### config.mk
export PLATFORM = sky130hd
export DESIGN_NAME = spi_regfile_slave
export DESIGN_NICKNAME = d
export VERILOG_FILES = /design/src/rtl/spi_regfile_slave.sv
export SDC_FILE = /design/constraint.sdc
export NUM_CORES = 1
export LEC_CHECK = 0
export ABC_AREA = 1
export CAP_MARGIN = 20
export CORE_MARGIN = 2
export CORE_UTILIZATION = 55
export DETAILED_ROUTE_END_ITERATION = 6
export DONT_BUFFER_PORTS = 1
export HOLD_SLACK_MARGIN = 0.12
export PLACE_DENSITY = 0.81
export SKIP_LAST_GASP = 1
export SYNTH_ARGS = -nofsm -noshare
export SYNTH_HDL_FRONTEND = slang
export SYNTH_SLANG_ARGS = --single-unit
### constraint.sdc
create_clock -name clk -period 2.4 [get_ports clk]
set_input_delay 0.36 -clock clk [delete_from_list [all_inputs] [get_ports clk]]
set_output_delay 0.36 -clock clk [all_outputs]
set_load 0.03 [all_outputs]
### src/rtl/spi_regfile_slave.sv
// spi_regfile_slave: SPI mode-0 register-file slave, fully clk-synchronous.
// Define SPI_REGFILE_READBACK_EN to drive register contents on sdo during read frames.
module spi_regfile_slave #(
  parameter int NUM_REGS = 5,
  parameter int DATA_W   = 8,
  parameter int ADDR_W   = 7
) (
  input  logic                       clk,
  input  logic                       rst_n,
  input  logic                       sclk,
  input  logic                       cs_n,
  input  logic                       sdi,
  output logic                       sdo,
  output logic [NUM_REGS*DATA_W-1:0] regs,
  output logic                       wr_stb,
  output logic [ADDR_W-1:0]          wr_addr,
  output logic                       frame_err
);
  localparam int FRAME_LEN = 1 + ADDR_W + DATA_W;
  localparam int CNT_W = $clog2(FRAME_LEN + 2);
  typedef enum logic [1:0] {IDLE, SHIFT, COMMIT} state_t;
  state_t state_q;
  logic [2:0] sclk_q;
  logic [1:0] cs_q, sdi_q, init_q;
  logic armed_q;
  logic [FRAME_LEN-1:0] sr_q;
  logic [CNT_W-1:0] cnt_q;
  logic [NUM_REGS*DATA_W-1:0] regs_q;
  logic wr_stb_q, frame_err_q;
  logic [ADDR_W-1:0] wr_addr_q;
  logic sclk_rise, cs_hi, rw, frame_ok;
  logic [ADDR_W-1:0] addr;
  logic [DATA_W-1:0] data;
  assign sclk_rise = sclk_q[1] & ~sclk_q[2];
  assign cs_hi = cs_q[1];
  assign rw = sr_q[FRAME_LEN-1];
  assign addr = sr_q[DATA_W +: ADDR_W];
  assign data = sr_q[DATA_W-1:0];
  assign frame_ok = cnt_q == CNT_W'(FRAME_LEN) && int'(addr) < NUM_REGS;
  assign regs = regs_q;
  assign wr_stb = wr_stb_q;
  assign wr_addr = wr_addr_q;
  assign frame_err = frame_err_q;
  // armed_q stays low until cs_n has really been seen high after reset, so a frame already in flight is skipped
  always_ff @(posedge clk or negedge rst_n) begin
    if (!rst_n) begin
      sclk_q <= '0;
      cs_q <= '1;
      sdi_q <= '0;
      init_q <= '0;
      armed_q <= 1'b0;
      state_q <= IDLE;
      sr_q <= '0;
      cnt_q <= '0;
      regs_q <= '0;
      wr_stb_q <= 1'b0;
      frame_err_q <= 1'b0;
      wr_addr_q <= '0;
    end else begin
      sclk_q <= {sclk_q[1:0], sclk};
      cs_q <= {cs_q[0], cs_n};
      sdi_q <= {sdi_q[0], sdi};
      init_q <= {init_q[0], 1'b1};
      armed_q <= armed_q | (init_q[1] & cs_hi);
      wr_stb_q <= 1'b0;
      frame_err_q <= 1'b0;
      case (state_q)
        IDLE: if (armed_q && !cs_hi) begin
          state_q <= SHIFT;
          sr_q <= '0;
          cnt_q <= '0;
        end
        SHIFT: if (cs_hi) state_q <= COMMIT;
        else if (sclk_rise) begin
          sr_q <= {sr_q[FRAME_LEN-2:0], sdi_q[1]};
          cnt_q <= cnt_q + CNT_W'(cnt_q != CNT_W'(FRAME_LEN + 1));
        end
        COMMIT: begin
          state_q <= IDLE;
          if (frame_ok && rw) begin
            for (int k = 0; k < NUM_REGS; k++)
              if (int'(addr) == k) regs_q[k*DATA_W +: DATA_W] <= data;
            wr_stb_q <= 1'b1;
            wr_addr_q <= addr;
          end else if (!frame_ok) frame_err_q <= 1'b1;
        end
        default: state_q <= IDLE;
      endcase
    end
  end
`ifdef SPI_REGFILE_READBACK_EN
  logic sdo_q;
  logic [DATA_W-1:0] out_q, rb_val;
  always_comb begin
    rb_val = '0;
    for (int k = 0; k < NUM_REGS; k++)
      rb_val = int'(sr_q[ADDR_W-1:0]) == k ? regs_q[k*DATA_W +: DATA_W] : rb_val;
  end
  // the falling edge right after the last address bit loads the register and presents its MSB
  always_ff @(posedge clk or negedge rst_n) begin
    if (!rst_n) begin
      sdo_q <= 1'b0;
      out_q <= '0;
    end else if (state_q != SHIFT || cs_hi) begin
      sdo_q <= 1'b0;
      out_q <= '0;
    end else if (sclk_q[2] & ~sclk_q[1]) begin
      if (cnt_q == CNT_W'(1 + ADDR_W)) begin
        sdo_q <= ~sr_q[ADDR_W] & rb_val[DATA_W-1];
        out_q <= sr_q[ADDR_W] ? '0 : rb_val << 1;
      end else begin
        sdo_q <= out_q[DATA_W-1];
        out_q <= out_q << 1;
      end
    end
  end
  assign sdo = sdo_q;
`else
  assign sdo = 1'b0;
`endif
endmodule
==> metrics.txt, run 1 <==
outcome complete, no violations; Clock Latency Late Sink around 0.35 ns; most common cell after layout, fill and taps aside nand2_1; period utilisation layout 0.768; Syn Area/Cell 9.75 µm²; synth warn 0; GPL Wtd Cong around 0.78; critical path type register to register; clk slew on worst S/H paths 0.08 ns; largest net degree at the start of global routing 83; Critical Path Source state_q[0]$_DFFE_PN0P_; Critical Path RT roughly 2.6 ns; RR Endpoint wr_addr[0]$_DFFE_PN0P_; largest family of logic cells by synthesized area simple AND/OR/NAND/NOR gates; # rows 29; Worst Setup EP wr_addr[0]$_DFFE_PN0P_; adder-cell area share of the yosys netlist 0.00713; Final setup viols 0; f_max 0.542 GHz; first-pass GRT wire length between 10 and 15 mm; mux cell area share after synthesis 0; Max-Cap Viols 0; most frequent cells in the layout nand2_1 (136), dfrtp_1 (80), nand4_1 (42), o21ai_0 (19), inv_1 (14); # Post-CTS Setup Buffers 0; Synth Instances 360; Compound-Gate Fraction of Synth Area 0.0392; Synth Register Bits 82; critical path arrival around 2.1 ns; Final HPWL DP roughly 4.3 mm; GR Util met1 0.259; initial antenna violation count 0; clk buf depth 2; met2 Usage GRT 0.316; Final #Nets roughly 370; grt total ovfl 0; Vias roughly 2,400; clock tree from TritonCTS done; 1st-pass router iterations 4; crit start category register; R2R cell count 6; Die W ~84 µm; min Tclk post-route 1.84 ns; die area around 0.007 mm²; TritonCTS Buffers 9; fraction of layout cells with a size suffix above 1 0.112; crit path max fanout 46; sequential fraction of the synthesis area 0.586; clk sink count 82; Iter 0 DRT Violations approximately 270; pre-CTS WS 0.570 ns; TNS Setup 0 ns; Synth Area in XOR/XNOR 0.00250; R2R Setup Slk roughly 0.56 ns; RSZ-0062 raised after global routing no; Antenna diodes 0; relative slew slack 0.564; VDD IR max around 430 µV; Cell Area, Synth 0.00351 mm²; Post-Route Skew 0.00895 ns; most used routing layer in global routing met2; Worst Setup End Kind register; post-DR vias/cell around 5.5; post-cts sizing count 0; vias in the first global route 2,241; Leak 1.88 nW; Ports 55; library cells used by synthesis 28; simple-gate share of the synthesized area 0.306; actual slew at the worst max-slew pin 0.653 ns; area delta synth->final 7.49%; starting density of the core 0.562; final slew viol count 0; remaining antenna violation count 0; H-tree levels 3; RR Startpoint state_q[0]$_DFFE_PN0P_; DRT Wirelength 6.71 mm; core area approximately 0.0062 mm²; drt wl/cell between 15 and 20 µm; Net Count, Synth 367; CTS root buffer clkbuf_8; gr usage total 0.198; number of port buffers 0; Setup WS post-layout 0.556 ns; met3 usage 0.0673; PD cells slightly below 700 mW/mm²; Hold WC Path Type register to register; Residual DRC 0; final hold viol count 0; die height 83.9 µm
cells in the mapped netlist:
cell / instances / area [µm²]
inv_1: 14 / 52.6
nor2_1: 9 / 33.8
nor2_8: 1 / 20.0
nand4_1: 42 / 263
dfstp_2: 2 / 52.6
nand3_2: 1 / 10.0
buf_2: 5 / 25.0
o21ai_0: 19 / 95.1
inv_2: 1 / 3.75
dfrtp_1: 80 / 2000
nor2_4: 7 / 78.8
clkbuf_1: 6 / 22.5
buf_8: 4 / 60.1
nand2_2: 1 / 6.26
o21ai_1: 7 / 35.0
buf_6: 1 / 11.3
a21o_1: 1 / 7.51
buf_12: 1 / 20.0
ha_1: 2 / 25.0
nor3_2: 1 / 10.0
and2_1: 1 / 6.26
xor2_1: 1 / 8.76
nand3_4: 5 / 87.6
nand3_1: 8 / 40.0
conb_1: 2 / 7.51
nor2_2: 1 / 6.26
nand2_1: 136 / 510
buf_4: 1 / 7.51
cells by family after synthesis:
group,Yosys count
XOR/XNOR,1
AND/OR/NAND/NOR,213
AO/OA/AOI/OAI,27
adder cells (fa/ha/maj),2
flip-flops,82
other,2
buffers and inverters,33
state kept, by name, indices dropped and copies added, names as in the netlist:
register   count
cs_q           2
wr_stb         1
sr_q          16
init_q         2
regs          40
armed_q        1
sclk_q         3
state_q        2
frame_err      1
sdi_q          2
wr_addr        7
cnt_q          5
power breakdown:
group	total, mW	internal [mW]	switching (mW)	leakage [nW]
clock	1.00	0.510	0.489	0.103
combinational	0.108	0.0328	0.0749	0.667
sequential	1.43	1.40	0.0301	1.11
total	2.54	1.95	0.594	1.88
per-layer routing:
| metal | share of wire | up-vias | wire length [µm] |
|---|---|---|---|
| li1 | - | 1195 | - |
| met1 | 0.42 | 1158 | 2800 |
| met2 | 0.49 | 81 | 3280 |
| met3 | 0.080 | 13 | 538 |
| met4 | 0.015 | 0 | 98 |
| met5 | 0 | - | 0 |
worst min-delay path by stage:
stage	start	to	cells past startpoint
global placement	rst_n	regs[5]$_DFFE_PN0P_	0
global route	sclk_q[0]$_DFF_PN0_	sclk_q[1]$_DFF_PN0_	0
detailed placement	rst_n	regs[3]$_DFFE_PN0P_	0
CTS	sdi_q[0]$_DFF_PN0_	sdi_q[1]$_DFF_PN0_	0
floorplan	rst_n	armed_q$_DFF_PN0_	0
finish	sdi_q[0]$_DFF_PN0_	sdi_q[1]$_DFF_PN0_	0
stage by stage:
step | cells | instance area [µm²] | power (mW) | hold WS (ns) | utilization
2_1_floorplan | 360 | 3510 | 1.51 | 0.0644 | -
3_3_place_gp | 423 | 3500 | 1.53 | 0.0667 | 0.561
3_5_place_dp | 423 | 3500 | 1.53 | 0.0662 | 0.561
4_1_cts | 444 | 3770 | 2.57 | 0.354 | 0.604
5_1_grt | 444 | 3770 | 2.64 | 0.359 | 0.604
6_report | 444 | 3770 | 2.54 | 0.351 | 0.604
cell type report:
type	count	area, µm²
multi-input combinational	245	1250
timing repair buffer	9	110
tap	77	96.3
inverter	15	56.3
clock buffer	10	138
clock inverter	6	65.1
sequential	82	2050
fill	499	2470
critical path: stages (launching register included):
cell,delay (ns)
dfrtp_1,0.39
inv_1,0.07
nand2_1,0.13
nor2_8,0.54
nand2_1,0.37
nand2_1,0.14
o21ai_1,0.07
repair_timing:
item / CTS / global route
setup endpoints to repair: 0 / 0
hold buffers: 5 / 0
hold endpoints to repair: 85 / 0
Note: power is estimated with default switching activity, not from simulation.
==> run 2, diff against run 1 <==
- clock period: 2.4 -> 1.8 ns (I/O delays scaled with it)
==> run 2 against run 1 <==
Wire length shrank 1.9%. The run now ends with hold timing left. Register-to-register slack lost 0.39 ns. Cell count grew 0.23%. First-iteration DRC count grew 13%. Largest power group unchanged. Cell area shrank 0.46%. Combinational power shrank 9%. Global-route usage grew 0.081 points. Non-clock buffer count grew 1. Sequential power grew 34%.
==> metrics.txt, run 2 (synthesis gave the netlist of run 1 again) <==
RSZ-0062 raised after global routing no; fraction of layout cells with a size suffix above 1 0.117; CP max stage delay between 0.4 and 0.5 ns; Sw Pwr between 700 and 800 µW; first-pass GRT wire length between 10 and 15 mm; TNS Setup 0 ns; starting density of the core 0.562; CP max-delay cell dfrtp_1; die area about 0.0070 mm²; final hold viol count just over 80; Final setup viols 0; placed cell areas 0.00351 mm²; Iter 0 DRT Violations just over 300; die height about 84 µm; crit path max fanout 29; Critical Path RT ~2 ns; Final Instance Area around 0.0038 mm²; Clock Power Share 0.406; # rows 29; DRT Wirelength 6.59 mm; clk slew on worst S/H paths approximately 0.080 ns; drt wl/cell 14.8 µm; 1st-pass router iterations 4; critical path depth 7; Worst Setup End Kind register; Logic pwr share 0.029; Leak between 1.5 and 2 nW; period utilisation layout 0.907; H-tree levels 3; area delta synth->final 6.99%; crit-path most repeated cell nand2_1; PD cells around 900 mW/mm²; critical path, cell by cell nor2_2 > nand3_2 > nor2_4 > buf_4 > nand3_4 > nand2_1 > nand2_1; Hold Buf Count CTS 3; # Post-CTS Setup Buffers 0; clk buf depth 2; Antenna diodes 0; gr usage total 0.199; Switching Share 0.223; initial antenna violation count 0; largest net degree at the start of global routing a little over 80; Max-Cap Viols 0; grt total ovfl 0; sequential cell area ~0.002 mm²; multi-input logic area roughly 0.0013 mm²; f_max 0.612 GHz; RR Endpoint regs[20]$_DFFE_PN0P_; Ports 55; CP bufs+invs 1; vias in the first global route between 2,000 and 2,500; R2R Setup Slk around 0.17 ns; GPL Wtd Cong 0.769; Die W between 80 and 90 µm; RR Startpoint cnt_q[3]$_DFFE_PN0P_; most frequent cells in the layout nand2_1 (136), dfrtp_1 (80), nand4_1 (42), o21ai_0 (19), inv_1 (14); post-DR vias/cell ~5.6; post-cts sizing count 0; Post-Route Skew 0.0117 ns; Residual DRC 0; Vias 2,473; crit start category register; R2R cell count 7; VDD IR max 554 µV; clk sink count slightly above 80; TritonCTS Buffers 9; critical path type register to register; Fillers ~530; critical path arrival 1.87 ns; crit-path leading delay family simple AND/OR/NAND/NOR gates; core area ~0.0062 mm²; Hold WS -0.390 ns; min Tclk post-route between 1.5 and 2 ns; remaining antenna violation count 0; CTS root buffer clkbuf_8; Flop pwr share 0.565; failing checks hold timing; Clock Latency Late Sink approximately 0.35 ns; Final #Nets 370; most common cell after layout, fill and taps aside nand2_1; final slew viol count 0; Largest register FFs 40; number of port buffers 0; clock tree from TritonCTS done; Final Power 3.39 mW; Final HPWL DP between 4 and 5 mm; outcome finished with violations; Int Power 2.63 mW; Hold WC Path Type input pin to async pin
==> run 2: cell count changes in the layout (fill, tap and decap cells not counted) <==
cell / previous run / this run
clkbuf_8: 10 / 11
clkinvlp_4: 1 / 0
clkinv_4: 1 / 2
buf_16: 1 / 0
buf_12: 1 / 0
clkinv_2: 2 / 1
dlygate4sd3_1: 4 / 3
buf_4: 3 / 7
==> run 2: how the worst max path moves through the flow <==
stage | start | end
final | cnt_q[3]$_DFFE_PN0P_ | regs[20]$_DFFE_PN0P_
after global routing | cnt_q[2]$_DFFE_PN0P_ | cnt_q[2]$_DFFE_PN0P_
after CTS | cnt_q[2]$_DFFE_PN0P_ | regs[20]$_DFFE_PN0P_
after detailed placement | cnt_q[3]$_DFFE_PN0P_ | regs[20]$_DFFE_PN0P_
after global placement | cnt_q[2]$_DFFE_PN0P_ | regs[9]$_DFFE_PN0P_
after floorplan | cnt_q[2]$_DFFE_PN0P_ | cnt_q[2]$_DFFE_PN0P_
==> run 2: layer usage <==
layer,GRT usage,part of all wire,wire (µm)
met5,0,0,0
met4,0.0587,0.016,107
met3,0.0673,0.065,427
met2,0.335,0.50,3290
met1,0.244,0.42,2760
==> run 2: power groups by stage <==
stage          combinational (mW)  clock, mW  sequential (mW)
3_5_place_dp               0.0935          0             1.95
5_1_grt                     0.115       1.47             1.92
2_1_floorplan              0.0830          0             1.94
3_3_place_gp               0.0911          0             1.95
4_1_cts                    0.0995       1.41             1.91
6_report                   0.0982       1.37             1.91
==> run 2: worst register-to-register path, cell delays in order, from the launching register on <==
cell and delay (ns):
dfrtp_1 0.45, nor2_2 0.17, nand3_2 0.10, nor2_4 0.14, buf_4 0.31, nand3_4 0.17
nand2_1 0.11, nand2_1 0.06
==> run 2: cell type report <==
type | instances | share of cell area
multi-input combinational | 245 | 0.333
clock inverter | 5 | 0.0163
inverter | 15 | 0.0150
timing repair buffer | 10 | 0.0220
tap | 77 | 0.0257
clock buffer | 11 | 0.0403
sequential | 82 | 0.547
==> run 2: metrics by stage <==
stage	utilization	std cells	setup WS, ns	hold WS, ns
3_3_place_gp	0.563	426	0.267	-0.0234
5_1_grt	0.601	445	0.00912	-0.416
2_1_floorplan	-	360	0.349	-0.0256
6_report	0.601	445	0.167	-0.390
4_1_cts	0.601	445	0.164	-0.404
3_5_place_dp	0.563	426	0.176	-0.0240
